## config.mk

```make
export PLATFORM = sky130hd
export DESIGN_NAME = wave_capture_flat
export DESIGN_NICKNAME = d
export VERILOG_FILES = /design/src/rtl/wave_capture_if.sv /design/src/rtl/wave_capture.sv /design/src/flat_wrapper.sv
export SDC_FILE = /design/constraint.sdc
export NUM_CORES = 1
export LEC_CHECK = 0
export BUFFER_PORTS_ARGS = -buffer_cell sky130_fd_sc_hd__buf_2
export CAP_MARGIN = 30
export CELL_PAD_IN_SITES_DETAIL_PLACEMENT = 0
export CELL_PAD_IN_SITES_GLOBAL_PLACEMENT = 2
export CORE_AREA = 2 2 97 81
export DETAILED_ROUTE_END_ITERATION = 10
export DIE_AREA = 0 0 99 83
export GPL_TIMING_DRIVEN = 1
export PLACE_DENSITY = 0.93
export SKIP_LAST_GASP = 1
export SYNTH_ARGS = -nofsm -noshare
export SYNTH_HDL_FRONTEND = slang
export SYNTH_SLANG_ARGS = --single-unit
```

## constraint.sdc

```tcl
create_clock -name clk -period 4 [get_ports clk]
set_input_delay 0.4 -clock clk [delete_from_list [all_inputs] [get_ports clk]]
set_output_delay 0.4 -clock clk [all_outputs]
set_load 0.01 [all_outputs]
```

## src/rtl/wave_capture_if.sv

```systemverilog
// Bundle between the audio sample source / waveform RAM / display and wave_capture.
//   new_sample_ready  : one-cycle strobe, new_sample_in valid
//   new_sample_in     : signed 16-bit sample
//   wave_display_idle : display outside drawing region, bank swap safe
//   write_address     : {bank, index} RAM write address
//   write_enable      : one-cycle RAM write strobe
//   write_sample      : unsigned 8-bit sample for the RAM
//   read_index        : bank the display reads
//   capture_state     : 0 ARMED, 1 ACTIVE, 2 WAIT
//   forced_trigger    : current/most recent capture started by timeout
interface wave_capture_if;
   logic               new_sample_ready;
   logic signed [15:0] new_sample_in;
   logic               wave_display_idle;
   logic [8:0]         write_address;
   logic               write_enable;
   logic [7:0]         write_sample;
   logic               read_index;
   logic [1:0]         capture_state;
   logic               forced_trigger;

   modport master (
      output new_sample_ready, new_sample_in, wave_display_idle,
      input  write_address, write_enable, write_sample, read_index, capture_state,
             forced_trigger
   );

   modport slave (
      input  new_sample_ready, new_sample_in, wave_display_idle,
      output write_address, write_enable, write_sample, read_index, capture_state,
             forced_trigger
   );
endinterface

```

## src/rtl/wave_capture.sv

```systemverilog
// Double-buffered oscilloscope-style capture of a decimated audio stream.
// Waits for a rising zero crossing (or a timeout), writes 256 samples into the
// bank the display is not reading, then swaps banks when the display is idle.
//   clk   : system clock, rising edge
//   reset : asynchronous, active-high
//   bus   : wave_capture_if.slave (sample input, RAM write port, status outputs)
module wave_capture #(
   parameter int unsigned DECIM       = 1,
   parameter int unsigned ARM_TIMEOUT = 1024
) (
   input logic           clk,
   input logic           reset,
   wave_capture_if.slave bus
);

   typedef enum logic [1:0] {
      StArmed  = 2'd0,
      StActive = 2'd1,
      StWait   = 2'd2
   } state_e;

   localparam logic [7:0]  DecMax = 8'(DECIM - 1);
   localparam logic [15:0] ToMax  = 16'(ARM_TIMEOUT - 1);

   state_e      state_q, state_d;
   logic [7:0]  dec_cnt_q, dec_cnt_d;
   logic        prev_neg_q, prev_neg_d;
   logic [15:0] to_cnt_q, to_cnt_d;
   logic [7:0]  idx_q, idx_d;
   logic        read_index_q, read_index_d;
   logic        forced_q, forced_d;
   logic        we_q, we_d;
   logic [8:0]  wr_addr_q, wr_addr_d;
   logic [7:0]  wr_sample_q, wr_sample_d;

   logic       accept;
   logic       trigger;
   logic       timeout_hit;
   logic [7:0] sample_byte;

   assign accept      = bus.new_sample_ready && (dec_cnt_q == 8'd0);
   assign trigger     = accept && prev_neg_q && !bus.new_sample_in[15];
   assign timeout_hit = accept && !trigger && (to_cnt_q == ToMax);
   // Upper byte with the sign bit flipped: signed to offset-binary.
   assign sample_byte = {~bus.new_sample_in[15], bus.new_sample_in[14:8]};

   // State register
   always_ff @(posedge clk or posedge reset) begin
      if (reset) begin
         state_q      <= StArmed;
         dec_cnt_q    <= 8'd0;
         prev_neg_q   <= 1'b0;
         to_cnt_q     <= 16'd0;
         idx_q        <= 8'd0;
         read_index_q <= 1'b0;
         forced_q     <= 1'b0;
         we_q         <= 1'b0;
         wr_addr_q    <= 9'd0;
         wr_sample_q  <= 8'd0;
      end else begin
         state_q      <= state_d;
         dec_cnt_q    <= dec_cnt_d;
         prev_neg_q   <= prev_neg_d;
         to_cnt_q     <= to_cnt_d;
         idx_q        <= idx_d;
         read_index_q <= read_index_d;
         forced_q     <= forced_d;
         we_q         <= we_d;
         wr_addr_q    <= wr_addr_d;
         wr_sample_q  <= wr_sample_d;
      end
   end

   // Next-state logic
   always_comb begin
      state_d = state_q;
      case (state_q)
         StArmed:  if (trigger || timeout_hit) state_d = StActive;
         StActive: if (accept && idx_q == 8'hFF) state_d = StWait;
         StWait:   if (bus.wave_display_idle) state_d = StArmed;
         default:  state_d = StArmed;
      endcase
   end

   // Datapath and registered outputs
   always_comb begin
      dec_cnt_d    = dec_cnt_q;
      prev_neg_d   = prev_neg_q;
      to_cnt_d     = to_cnt_q;
      idx_d        = idx_q;
      read_index_d = read_index_q;
      forced_d     = forced_q;
      we_d         = 1'b0;
      wr_addr_d    = wr_addr_q;
      wr_sample_d  = wr_sample_q;

      // Decimation and sign tracking run in every state.
      if (bus.new_sample_ready) begin
         dec_cnt_d = (dec_cnt_q == DecMax) ? 8'd0 : dec_cnt_q + 8'd1;
      end
      if (accept) prev_neg_d = bus.new_sample_in[15];

      case (state_q)
         StArmed: begin
            if (trigger || timeout_hit) begin
               forced_d    = timeout_hit;
               we_d        = 1'b1;
               wr_addr_d   = {~read_index_q, 8'h00};
               wr_sample_d = sample_byte;
               idx_d       = 8'd1;
               to_cnt_d    = 16'd0;
            end else if (accept) begin
               to_cnt_d = to_cnt_q + 16'd1;
            end
         end
         StActive: begin
            if (accept) begin
               we_d        = 1'b1;
               wr_addr_d   = {~read_index_q, idx_q};
               wr_sample_d = sample_byte;
               // Hold at 255; the index restarts only when a new capture begins.
               if (idx_q != 8'hFF) idx_d = idx_q + 8'd1;
            end
         end
         StWait: begin
            if (bus.wave_display_idle) begin
               read_index_d = ~read_index_q;
               to_cnt_d     = 16'd0;
            end
         end
         default: ;
      endcase
   end

   // Outputs
   always_comb begin
      bus.capture_state  = state_q;
      bus.read_index     = read_index_q;
      bus.forced_trigger = forced_q;
      bus.write_enable   = we_q;
      bus.write_address  = wr_addr_q;
      bus.write_sample   = wr_sample_q;
   end

endmodule
```

## src/flat_wrapper.sv

```systemverilog
// flat-port wrapper written by rule: the top's interface ports become plain ports
module wave_capture_flat 
#(
   parameter int unsigned DECIM       = 1,
   parameter int unsigned ARM_TIMEOUT = 1024
)
  (clk, reset, bus_new_sample_ready, bus_new_sample_in, bus_wave_display_idle, bus_write_address, bus_write_enable, bus_write_sample, bus_read_index, bus_capture_state, bus_forced_trigger);
  wave_capture_if bus_i ();
  input logic clk;
  input logic reset;
  input wire logic [$bits(bus_i.new_sample_ready)-1:0] bus_new_sample_ready;
  input wire logic [$bits(bus_i.new_sample_in)-1:0] bus_new_sample_in;
  input wire logic [$bits(bus_i.wave_display_idle)-1:0] bus_wave_display_idle;
  output wire logic [$bits(bus_i.write_address)-1:0] bus_write_address;
  output wire logic [$bits(bus_i.write_enable)-1:0] bus_write_enable;
  output wire logic [$bits(bus_i.write_sample)-1:0] bus_write_sample;
  output wire logic [$bits(bus_i.read_index)-1:0] bus_read_index;
  output wire logic [$bits(bus_i.capture_state)-1:0] bus_capture_state;
  output wire logic [$bits(bus_i.forced_trigger)-1:0] bus_forced_trigger;
  assign bus_i.new_sample_ready = bus_new_sample_ready;
  assign bus_i.new_sample_in = bus_new_sample_in;
  assign bus_i.wave_display_idle = bus_wave_display_idle;
  assign bus_write_address = bus_i.write_address;
  assign bus_write_enable = bus_i.write_enable;
  assign bus_write_sample = bus_i.write_sample;
  assign bus_read_index = bus_i.read_index;
  assign bus_capture_state = bus_i.capture_state;
  assign bus_forced_trigger = bus_i.forced_trigger;
  wave_capture #(.DECIM(DECIM), .ARM_TIMEOUT(ARM_TIMEOUT)) u_core (.clk(clk), .reset(reset), .bus(bus_i));
endmodule
```

After elaboration in Yosys (flattened, before gate mapping)
Cells that the tools add are included.
{"block": "op_classes", "addsub": 3, "n_eq_ne": 11, "n_mux": 22, "bitwise_logic": 2, "n_reduce_logical": 19}
{"cell": "two-way mux 16 bit", "n": 3}
{"cell": "two-way mux 8 bit", "n": 6}
{"cell": "case mux 16 bit (2 select lines)", "n": 1}
{"cell": "case mux 8 bit (2 select lines)", "n": 2}
{"cell": "two-way mux 9 bit", "n": 2}
{"cell": "case mux 9 bit (2 select lines)", "n": 1}
{"cell": "adder 16 x 1 -> 16 bit, second input constant", "n": 1}
{"cell": "adder 8 x 1 -> 8 bit, second input constant", "n": 2}
{"cell": "== test 16 x 10 -> 1 bit, second input constant", "n": 1}
{"cell": "AND reduction 3 bit", "n": 3}
{"cell": "== test 8 bit, second input constant", "n": 1}
{"cell": "logical NOT 8 bit", "n": 1}
{"cell": "inequality test 2 x 1 -> 1 bit, second input constant", "n": 4}
{"cell": "inequality test 8 bit, second input constant", "n": 1}
{"cell": "logical AND 1 bit", "n": 6}
{"cell": "two-way mux 2 bit", "n": 3}
{"cell": "case mux 2 bit (3 select lines)", "n": 1}
{"cell": "AND reduction 2 bit", "n": 2}
{"cell": "AND reduction 4 bit", "n": 1}
{"cell": "nonzero test 2 bit", "n": 2}
{"cell": "inequality test 3 x 1 -> 1 bit, second input constant", "n": 1}
{"cell": "== test 2 x 1 -> 1 bit, second input constant", "n": 1}
{"cell": "== test 2 bit, second input constant", "n": 1}
{"cell": "logical NOT 1 bit", "n": 2}
{"cell": "6 further kinds", "n": 8}
{"block": "totals", "ff_bits": 55, "in_bits": 20, "output_inout_bits": 22, "elab_cells": 67}

Longest topological paths before layout
Gate-level depths: netlist of run 1.
{"block": "depth", "word_depth": 10, "ltp_mapped": 9}

Worst setup path after synthesis of run 1
Ideal clock, no wire load.
{"block": "synth_timing", "path_kind": "register -> register", "startpoint": "register u_core.dec_cnt_q[0]", "endpoint": "register u_core.idx_q[4]", "t_arrival_ns": 2.305, "t_required_ns": 3.922, "path_slack_ns": 1.618, "stages_incl_launch_ff": 9, "synth_period_minus_slack_ns": 2.382, "path_cell_list": "dfrtp_1 inv_1 ha_1 or4bb_4 or3_1 buf_6 a211o_4 or3_1 a21oi_1"}
{"block": "synth_via", "elab_chain_len": 10, "elab_cells_between_ends": 11, "classes_between": "eq/ne (2); reduce/logical (9)"}
{"element": "start, declared", "line": "wave_capture.sv:26", "rtl": "logic [7:0] dec_cnt_q, dec_cnt_d;"}
{"element": "start signal, assigned", "line": "wave_capture.sv:62", "rtl": "dec_cnt_q <= dec_cnt_d;"}
{"element": "logical NOT 8 bit (*)", "line": "wave_capture.sv:41", "rtl": "assign accept = bus.new_sample_ready && (dec_cnt_q == 8'd0);"}
{"element": "logical AND 1 bit (*)", "line": "wave_capture.sv:41"}
{"element": "logical AND 1 bit (2 in a row)", "line": "wave_capture.sv:42", "rtl": "assign trigger = accept && prev_neg_q && !bus.new_sample_in[15];"}
{"element": "logical NOT 1 bit", "line": "wave_capture.sv:43", "rtl": "assign timeout_hit = accept && !trigger && (to_cnt_q == ToMax);"}
{"element": "logical AND 1 bit (2 in a row)", "line": "wave_capture.sv:43"}
{"element": "logical OR 1 bit", "line": "wave_capture.sv:105", "rtl": "if (trigger || timeout_hit) begin"}
{"element": "inequality test 2 x 1 -> 1 bit (no source line)"}
{"element": "AND reduction 4 bit (no source line) (*)"}
{"element": "end signal, assigned", "line": "wave_capture.sv:65", "rtl": "idx_q <= idx_d;"}
{"element": "end, declared", "line": "wave_capture.sv:29", "rtl": "logic [7:0] idx_q, idx_d;"}
Mark *: on every way between the ends. The rest lies on a longest branch, timed or not.
A chain may end at the register's enable or synchronous reset.

Worst setup path in the final report of run 1
{"block": "layout_timing", "startpoint": "register u_core.dec_cnt_q[0]", "endpoint": "register u_core.to_cnt_q[11]"}
{"block": "layout_via", "elab_chain_len": 10, "elab_cells_between_ends": 12, "classes_between": "eq/ne (1); mux (2); reduce/logical (9)"}
{"element": "logical NOT 8 bit (*)", "line": "wave_capture.sv:41"}
{"element": "logical AND 1 bit (*)", "line": "wave_capture.sv:41"}
{"element": "logical AND 1 bit (2 in a row)", "line": "wave_capture.sv:42"}
{"element": "logical NOT 1 bit", "line": "wave_capture.sv:43"}
{"element": "logical AND 1 bit (2 in a row)", "line": "wave_capture.sv:43"}
{"element": "logical OR 1 bit", "line": "wave_capture.sv:105"}
{"element": "inequality test 3 x 1 -> 1 bit (no source line) / two-way mux 16 bit (equally long branches)"}
{"element": "AND reduction 3 bit (no source line) / case mux 16 bit (2 select lines) (equally long branches)"}
{"element": "end signal, assigned", "line": "wave_capture.sv:64", "rtl": "to_cnt_q <= to_cnt_d;"}
{"element": "end, declared", "line": "wave_capture.sv:28", "rtl": "logic [15:0] to_cnt_q, to_cnt_d;"}
Marked as above.

==> flow_summary.toml, run 1 <==
[global_route]
first_global_vias = 1831
grtUsageTotal_pct = 13.8
antenna_found_initial = 0
overflow = 0
grt_pass1_wl_mm = 9.31
grt_max_degree = 29

[yosys]
synth_most_common_cell = "dfrtp_1"
syn_inst = 266
syn_area_sq_mm = 0.00268
ys_seq_area_share_pct = 51.4
ys.warnings.count = 0
synthTopCellsByArea = "dfrtp_1 (51%), o21ai_0 (5.1%), mux2_2 (4.2%), nand2_1 (4.2%), nor2_1 (3.1%)"
netlist.top_cell.by_area = "dfrtp_1"
syn_area_per_cell_sq_um = 10.1
synth_edf_count = 0
ys_types = 45
ys_ff_latch = 55
synth_common_cells = "dfrtp_1 (55), nand2_1 (30), o21ai_0 (27), nor2_1 (22), nand3_1 (15)"
synth_top_cell_area_share_pct = 51.4
synthArstFlopShare_pct = 100
syn_nets = 290
synth_ff_type = "dfrtp_1"

[setup_path]
rrSetupSlack_ps = 1200
end_kind = "flip-flop"
path_class = "reg2reg"
worst_setup_path_start_kind = "flip-flop"
crit_required_ps = 4230
crit_fanout = 14
cp.arrival_ps = 3030

[die]
core-area_sq_mm = 0.00718
start_util_pct = 37.2
die-area_sq_mm = 0.00822
row_count = 28
ios = 42
die_w_microns = 99
die_y_microns = 83

[final_layout]
regArea_sq_mm = 0.00138
utilization_pct = 42.5
multi_input_area_sq_mm = 0.00122
drive_above_1_share_pct = 20.0
syn2layout_area_growth_pct = 14.1
fin_cells = 390
insertedDiodeCount = 0
fill_cells = 697
nets = 323

[clock_tree]
cts-root-buf = "clkbuf_8"
cts_setup_buffers = 0
hold_buffers = 0
htreeDepth = 2
clockBufferDepth = 2
worstSkewPairLatency_ps = 310
clk_pin_slew_ps = 100
cts_buffers = 5
cts_tree = "yes"
ctsResizeCount = 0
clock-sinks = 55

[sta]
fin_tns_setup_ps = 0
hold-worst-slack_ps = 131
setup-violations-final = 0
tightest_slew_ps = 800
skew_ps = 8.36
min_period_ps = 2800
grt_setup_unrepaired = "no"
period_share_pct = 70.0
final_max_slew_viol_count = 0
finalHoldViolations = 0
relSlewSlack_pct = 46.3
max_freq_mhz = 357

[routing]
drt_pass1_iterations = 4
wire_per_inst_microns = 14.0
vias = 2092
wl_mm = 5.48
drc = 0
ant_nets = 0
drt_iter0_markers = 111
vias_per_cell = 5.36

[pwr]
vdd.ir_drop.worst_mv = 0.293
p_leak_nw = 1.38
power.total_mw = 1.69
p_per_area_mw_per_mm2 = 553

[placement]
dp_hpwl_mm = 3.91
placed_cells = 382
place_congestion = 0.766
io_buffers = 33

[worst_hold_path]
hold_path_class = "in2async"

[job]
cap_violations = 0

[run_status]
status = "complete, no violations"
[state kept, by name, indices dropped and copies added (netlist names)]
| name | count |
|---|---|
| u_core.to_cnt_q | 16 |
| u_core.bus.write_address | 9 |
| u_core.bus.write_sample | 8 |
| u_core.dec_cnt_q | 8 |
| u_core.idx_q | 8 |
| u_core.bus.capture_state | 2 |
| u_core.bus.forced_trigger | 1 |
| u_core.bus.read_index | 1 |
| u_core.bus.write_enable | 1 |
| u_core.prev_neg_q | 1 |
[where the power goes]
part           internal [mW]  switching [mW]
logic                  0.216           0.236
registers              0.682           0.121
clock network          0.250           0.184
[through the flow]
step	setup WS, ps	cell area (sq um)
2_1_floorplan	1620	2680
3_3_place_gp	1250	2920
3_5_place_dp	1220	2920
4_1_cts	1180	3050
5_1_grt	965	3050
6_report	1200	3050
[area by class of cell]
class                      count  share of cell area (%)
clock buffer                   6                    2.38
clock inverter                 2                    1.97
inverter                       9                    1.11
multi-input combinational    193                    39.9
sequential                    55                    45.1
tap                           90                    3.69
timing repair buffer          35                    5.90
[cell usage in the layout (no fill, tap or decap), types with 2 or more instances in the layout]
cell type / instances
a21oi_1: 7
buf_2: 33
nand3_1: 15
xor2_1: 2
o21ai_1: 2
a32oi_1: 2
nor2_1: 22
xnor2_1: 4
nand4_1: 9
mux2i_1: 2
nor3_1: 5
and4_1: 4
dfrtp_1: 55
o21ai_0: 27
bufinv_16: 2
nor2b_1: 2
a22oi_1: 9
clkbuf_8: 5
nand2_1: 30
mux2_2: 10
or3_1: 6
buf_4: 2
ha_1: 4
and2_1: 3
o22ai_1: 2
a21o_2: 2
a22o_1: 8
inv_1: 7
[path summary, 6_finish.rpt]
check / from / endpoint / depth (start not counted)
min in group clk: bus_new_sample_in[15] / u_core.bus.write_sample[7] / 2
worst min-delay path: reset / u_core.to_cnt_q[12] / 2
worst min register to register: u_core.bus.write_sample[7] / u_core.bus.write_sample[7] / 2
worst max-delay path: u_core.dec_cnt_q[0] / u_core.to_cnt_q[11] / 7
worst max register to register: u_core.dec_cnt_q[0] / u_core.to_cnt_q[11] / 7
max in group asynchronous: reset / u_core.bus.capture_state[0] / 3
[cells by family after synthesis]
| family | Yosys count | share of synthesized area (%) |
|---|---|---|
| XOR/XNOR | 6 | 1.96 |
| AND/OR/NAND/NOR | 105 | 20.6 |
| buffers and inverters | 18 | 3.04 |
| multiplexers | 12 | 4.96 |
| adder cells (fa/ha/maj) | 4 | 1.87 |
| flip-flops | 55 | 51.4 |
| AO/OA/AOI/OAI | 66 | 16.1 |
[per-layer routing]
layer	track usage, %	up-vias	routed length, microns
met5	0	-	0
met4	4.48	0	81
met3	2.78	6	278
met2	18.9	48	2230
met1	21.6	1005	2890
li1	-	1033	-
[worst max-delay path, cell delays in order (launching register included)]
cell and delay [ps]:
dfrtp_1 440, inv_1 90, ha_1 160, or4bb_4 530
or3_1 460, nor4_4 760, a32oi_1 170, o21ai_0 120
Power figures use the tool's default switching activity.
==> run 2, diff against run 1 <==
CORE_AREA = 2 2 101 84   (was 2 2 97 81)
DIE_AREA = 0 0 103 86   (was 0 0 99 83)
PLACE_DENSITY = 0.87   (was 0.93)
clock period = 2.8 ns   (was 4 ns; I/O delays follow)
==> flow_summary.toml, run 2 (synthesis gave the netlist of run 1 again) <==
[clock_tree]
cts_setup_buffers = 0
cts_tree = "yes"
ctsResizeCount = 0
cts_buffers = 5
clk_pin_slew_ps = 100
cts-root-buf = "clkbuf_8"
worstSkewPairLatency_ps = 300
hold_buffers = 0
htreeDepth = 2
clock-sinks = 55
clockBufferDepth = 2

[pwr]
power_switching_mw = 0.763
power_frac_clock_pct = 19.1
p_comb_share_pct = 29.7
p_per_area_mw_per_mm2 = 729
power_switching_share_pct = 34.1
p_int_mw = 1.47
p_leak_nw = 1.38
vdd.ir_drop.worst_mv = 0.325
seqPwrFrac_pct = 51.2

[die]
die-area_sq_mm = 0.00886
row_count = 29
core-area_sq_mm = 0.00776
ios = 42
start_util_pct = 34.5
die_w_microns = 103
die_y_microns = 86

[final_layout]
layout_common_cells = "dfrtp_1 (55), buf_2 (33), nand2_1 (30), o21ai_0 (27), nor2_1 (22)"
drive_above_1_share_pct = 21.1
nets = 327
insertedDiodeCount = 0
top_register = "u_core.to_cnt_q"
final_common_cell = "dfrtp_1"
syn2layout_area_growth_pct = 14.8
largest_register_ffs = 16
fin_cells = 412
utilization_pct = 39.5

[routing]
drt_pass1_iterations = 4
ant_nets = 0
wl_mm = 5.57
vias = 2115
drt_iter0_markers = 69
drc = 0
vias_per_cell = 5.13
wire_per_inst_microns = 13.5

[sta]
final_max_slew_viol_count = 0
grt_setup_unrepaired = "no"
relSlewSlack_pct = 55.4
finalHoldViolations = 0
setup-violations-final = 0
fin_tns_setup_ps = 0
skew_ps = 14.7
tightest_slew_ps = 668
period_share_pct = 90.8
min_period_ps = 2540
max_freq_mhz = 393

[global_route]
first_global_vias = 1963
antenna_found_initial = 0
grtUsageTotal_pct = 13.3
grt_max_degree = 30
grt_pass1_wl_mm = 9.38
overflow = 0

[job]
cap_violations = 0

[placement]
dp_hpwl_mm = 4.00
place_congestion = 0.744
placed_cells = 404
io_buffers = 33

[setup_path]
slowest_delay_ps = 530
cp-endpoint = "u_core.idx_q[2]"
worstRegToRegCells = 7
crit_fanout = 10
rrSetupSlack_ps = 260
path_class = "reg2reg"
worst_setup_path_start_kind = "flip-flop"
timing.rr.start = "u_core.dec_cnt_q[0]"
r2r_end = "u_core.idx_q[2]"
cp.arrival_ps = 2780
cp_common_cell = "or3_1"
crit_required_ps = 3030
cp-startpoint = "u_core.dec_cnt_q[0]"
crit_chain = "inv_1, ha_1, or4bb_4, or3_1, a211o_4, or3_1, a21oi_1"
end_kind = "flip-flop"
crit_slowest_cell = "or4bb_4"

[worst_hold_path]
hold_path_class = "in2async"

[run_status]
status = "complete, no violations"
## run 2: worst min-delay path by stage
stage / end / startpoint
2_1_floorplan: u_core.bus.capture_state[1] / bus_wave_display_idle
3_3_place_gp: u_core.to_cnt_q[12] / reset
3_5_place_dp: u_core.to_cnt_q[12] / reset
4_1_cts: u_core.to_cnt_q[12] / reset
5_1_grt: u_core.to_cnt_q[14] / reset
6_report: u_core.to_cnt_q[12] / reset
## run 2: layer usage
layer  track usage [%]  part of all wire, %
met5                 0                    0
met4              4.07                  1.3
met3              2.77                  2.9
met2              19.2                   44
met1              19.9                   52
## run 2: critical path: cells and delay by family, from the launching register on
kind / cells / cell delay [ps]
buffers and inverters: 1 / 90
AO/OA/AOI/OAI: 2 / 510
flip-flops: 1 / 430
adder cells (fa/ha/maj): 1 / 160
AND/OR/NAND/NOR: 3 / 1300
## run 2: stage by stage
step	area [sq um]	hold slack (ps)	setup slack (ps)	total power, mW
2_1_floorplan	2680	391	418	1.61
3_3_place_gp	2990	420	295	1.82
3_5_place_dp	2990	420	271	1.84
4_1_cts	3070	83.2	249	2.27
5_1_grt	3070	113	132	2.40
6_report	3070	57.7	258	2.24
## run 2: power by group through the flow
stage | Sequential (mW) | Combinational [mW] | Clock [mW]
2_1_floorplan | 1.16 | 0.450 | 0
3_3_place_gp | 1.16 | 0.664 | 0
3_5_place_dp | 1.16 | 0.674 | 0
4_1_cts | 1.15 | 0.676 | 0.450
5_1_grt | 1.18 | 0.747 | 0.475
6_report | 1.14 | 0.664 | 0.428
## run 2: final cells by class
type                    instances  area (sq um)
clock inverters                 2          12.5
repair buffers                 39           223
inverters                       9          33.8
fillers                       794          4690
flip-flops and latches         55          1380
clock buffers                   6          72.6
multi-input cells             193          1220
well taps                     108           135
==> run 3, diff against run 2 <==
CORE_AREA = 2 2 99 82   (was 2 2 101 84)
CTS_BUF_LIST = sky130_fd_sc_hd__clkbuf_8   (was unset)
DIE_AREA = 0 0 101 84   (was 0 0 103 86)
PLACE_DENSITY = 0.9   (was 0.87)
==> flow_summary.toml, run 3 (synthesis gave the netlist of run 1 again) <==
[die]
die_y_microns = 84
ios = 42
core-area_sq_mm = 0.00762
start_util_pct = 35.1
row_count = 29
die-area_sq_mm = 0.00848
die_w_microns = 101

[final_layout]
fin_cells = 399
syn2layout_area_growth_pct = 15.0
layout_common_cells = "dfrtp_1 (55), buf_2 (33), nand2_1 (30), o21ai_0 (27), nor2_1 (22)"
nets = 329
insertedDiodeCount = 0
drive_above_1_share_pct = 21.6
top_register = "u_core.to_cnt_q"
largest_register_ffs = 16
final_common_cell = "dfrtp_1"

[clock_tree]
clk_pin_slew_ps = 100
clock-sinks = 55
worstSkewPairLatency_ps = 320
ctsResizeCount = 0
cts-root-buf = "clkbuf_8"
htreeDepth = 2
cts_setup_buffers = 0
cts_buffers = 5
clockBufferDepth = 2
cts_tree = "yes"

[setup_path]
crit_slowest_cell = "or4bb_4"
crit_chain = "inv_1, ha_1, or4bb_4, or3_1, a211o_4, or3_1, a21oi_1"
worstRegToRegCells = 7
cp_common_cell = "or3_1"
end_kind = "flip-flop"
cp.arrival_ps = 2790
timing.rr.start = "u_core.dec_cnt_q[0]"
rrSetupSlack_ps = 250
path_class = "reg2reg"
slowest_delay_ps = 530
cp-startpoint = "u_core.dec_cnt_q[0]"
crit_required_ps = 3040
crit_fanout = 10
worst_setup_path_start_kind = "flip-flop"
cp-endpoint = "u_core.idx_q[3]"
r2r_end = "u_core.idx_q[3]"

[placement]
placed_cells = 390
place_congestion = 0.793
dp_hpwl_mm = 4.04
io_buffers = 33

[routing]
wire_per_inst_microns = 14.1
vias_per_cell = 5.24
vias = 2092
wl_mm = 5.63
drt_pass1_iterations = 4
drc = 0
ant_nets = 0
drt_iter0_markers = 81

[sta]
max_freq_mhz = 392
fin_tns_setup_ps = 0
tightest_slew_ps = 596
final_max_slew_viol_count = 0
grt_setup_unrepaired = "no"
skew_ps = 15.2
setup-violations-final = 0
relSlewSlack_pct = 59.7
period_share_pct = 91.1
min_period_ps = 2550
finalHoldViolations = 0

[pwr]
vdd.ir_drop.worst_mv = 0.254
p_leak_nw = 1.39
p_per_area_mw_per_mm2 = 749

[run_status]
status = "complete, no violations"

[global_route]
grt_pass1_wl_mm = 9.81
antenna_found_initial = 0
overflow = 0
grtUsageTotal_pct = 14.3
first_global_vias = 1997
grt_max_degree = 32

[worst_hold_path]
min_path_cells = 2
hold_path_class = "in2reg"

[job]
cap_violations = 0
## run 3: cell count changes in the layout (fill, tap and decap cells not counted)
cell           before  now
clkbuf_1            1    0
buf_4               5    7
clkinv_2            1    0
clkbuf_8            5    7
dlygate4sd3_1       0    1
buf_12              1    0
## run 3: cell type report
class	count	area, sq um
clock inverters	1	7.51
repair buffers	41	228
flip-flops and latches	55	1380
multi-input cells	193	1220
clock buffers	7	96.3
well taps	93	116
fillers	767	4540
inverters	9	33.8
## run 3: worst min-delay path by stage
stage,start,slack [ps],to
floorplan,bus_wave_display_idle,390,u_core.bus.capture_state[1]
global placement,reset,130,u_core.to_cnt_q[12]
finish,bus_new_sample_in[15],190,u_core.bus.write_sample[7]
global route,bus_new_sample_in[14],180,u_core.bus.write_sample[6]
CTS,bus_new_sample_in[15],180,u_core.bus.write_sample[7]
detailed placement,reset,130,u_core.to_cnt_q[12]
## run 3: critical path: cells and delay by family, from the launching register on
family	cells	cell delay (ps)
and+or+nand+nor	3	1300
AOI/OAI and AO/OA	2	500
DFF	1	430
adders and majority gates	1	150
buffers and inverters	1	90
## run 3: through the flow
step / total power [mW] / hold WS [ps] / setup WS (ps) / area (sq um) / utilization [%]
5_1_grt: 2.47 / 183 / 154 / 3080 / 40.4
6_report: 2.30 / 189 / 248 / 3080 / 40.4
4_1_cts: 2.34 / 185 / 248 / 3080 / 40.4
3_5_place_dp: 1.84 / 132 / 275 / 2960 / 38.9
3_3_place_gp: 1.82 / 130 / 297 / 2960 / 38.9
2_1_floorplan: 1.61 / 391 / 418 / 2680 / -
## run 3: power breakdown
| part | total, mW | switching, mW | leakage [nW] | internal [mW] |
|---|---|---|---|---|
| Sequential | 1.15 | 0.175 | 0.712 | 0.974 |
| Clock | 0.487 | 0.261 | 0.0505 | 0.226 |
| Combinational | 0.668 | 0.344 | 0.633 | 0.324 |
## run 3: what timing repair did
item | 4_1_cts | 5_1_grt
hold buffers | 1 | 0
setup endpoints to repair | 0 | 0
endpoints found under the hold margin | 1 | 0
## run 3: metal layers
layer	track usage, %	part of all wire (%)
met1	21.1	53
met2	21.1	43
met4	4.79	1.4
met5	0	0
met3	2.68	2.5
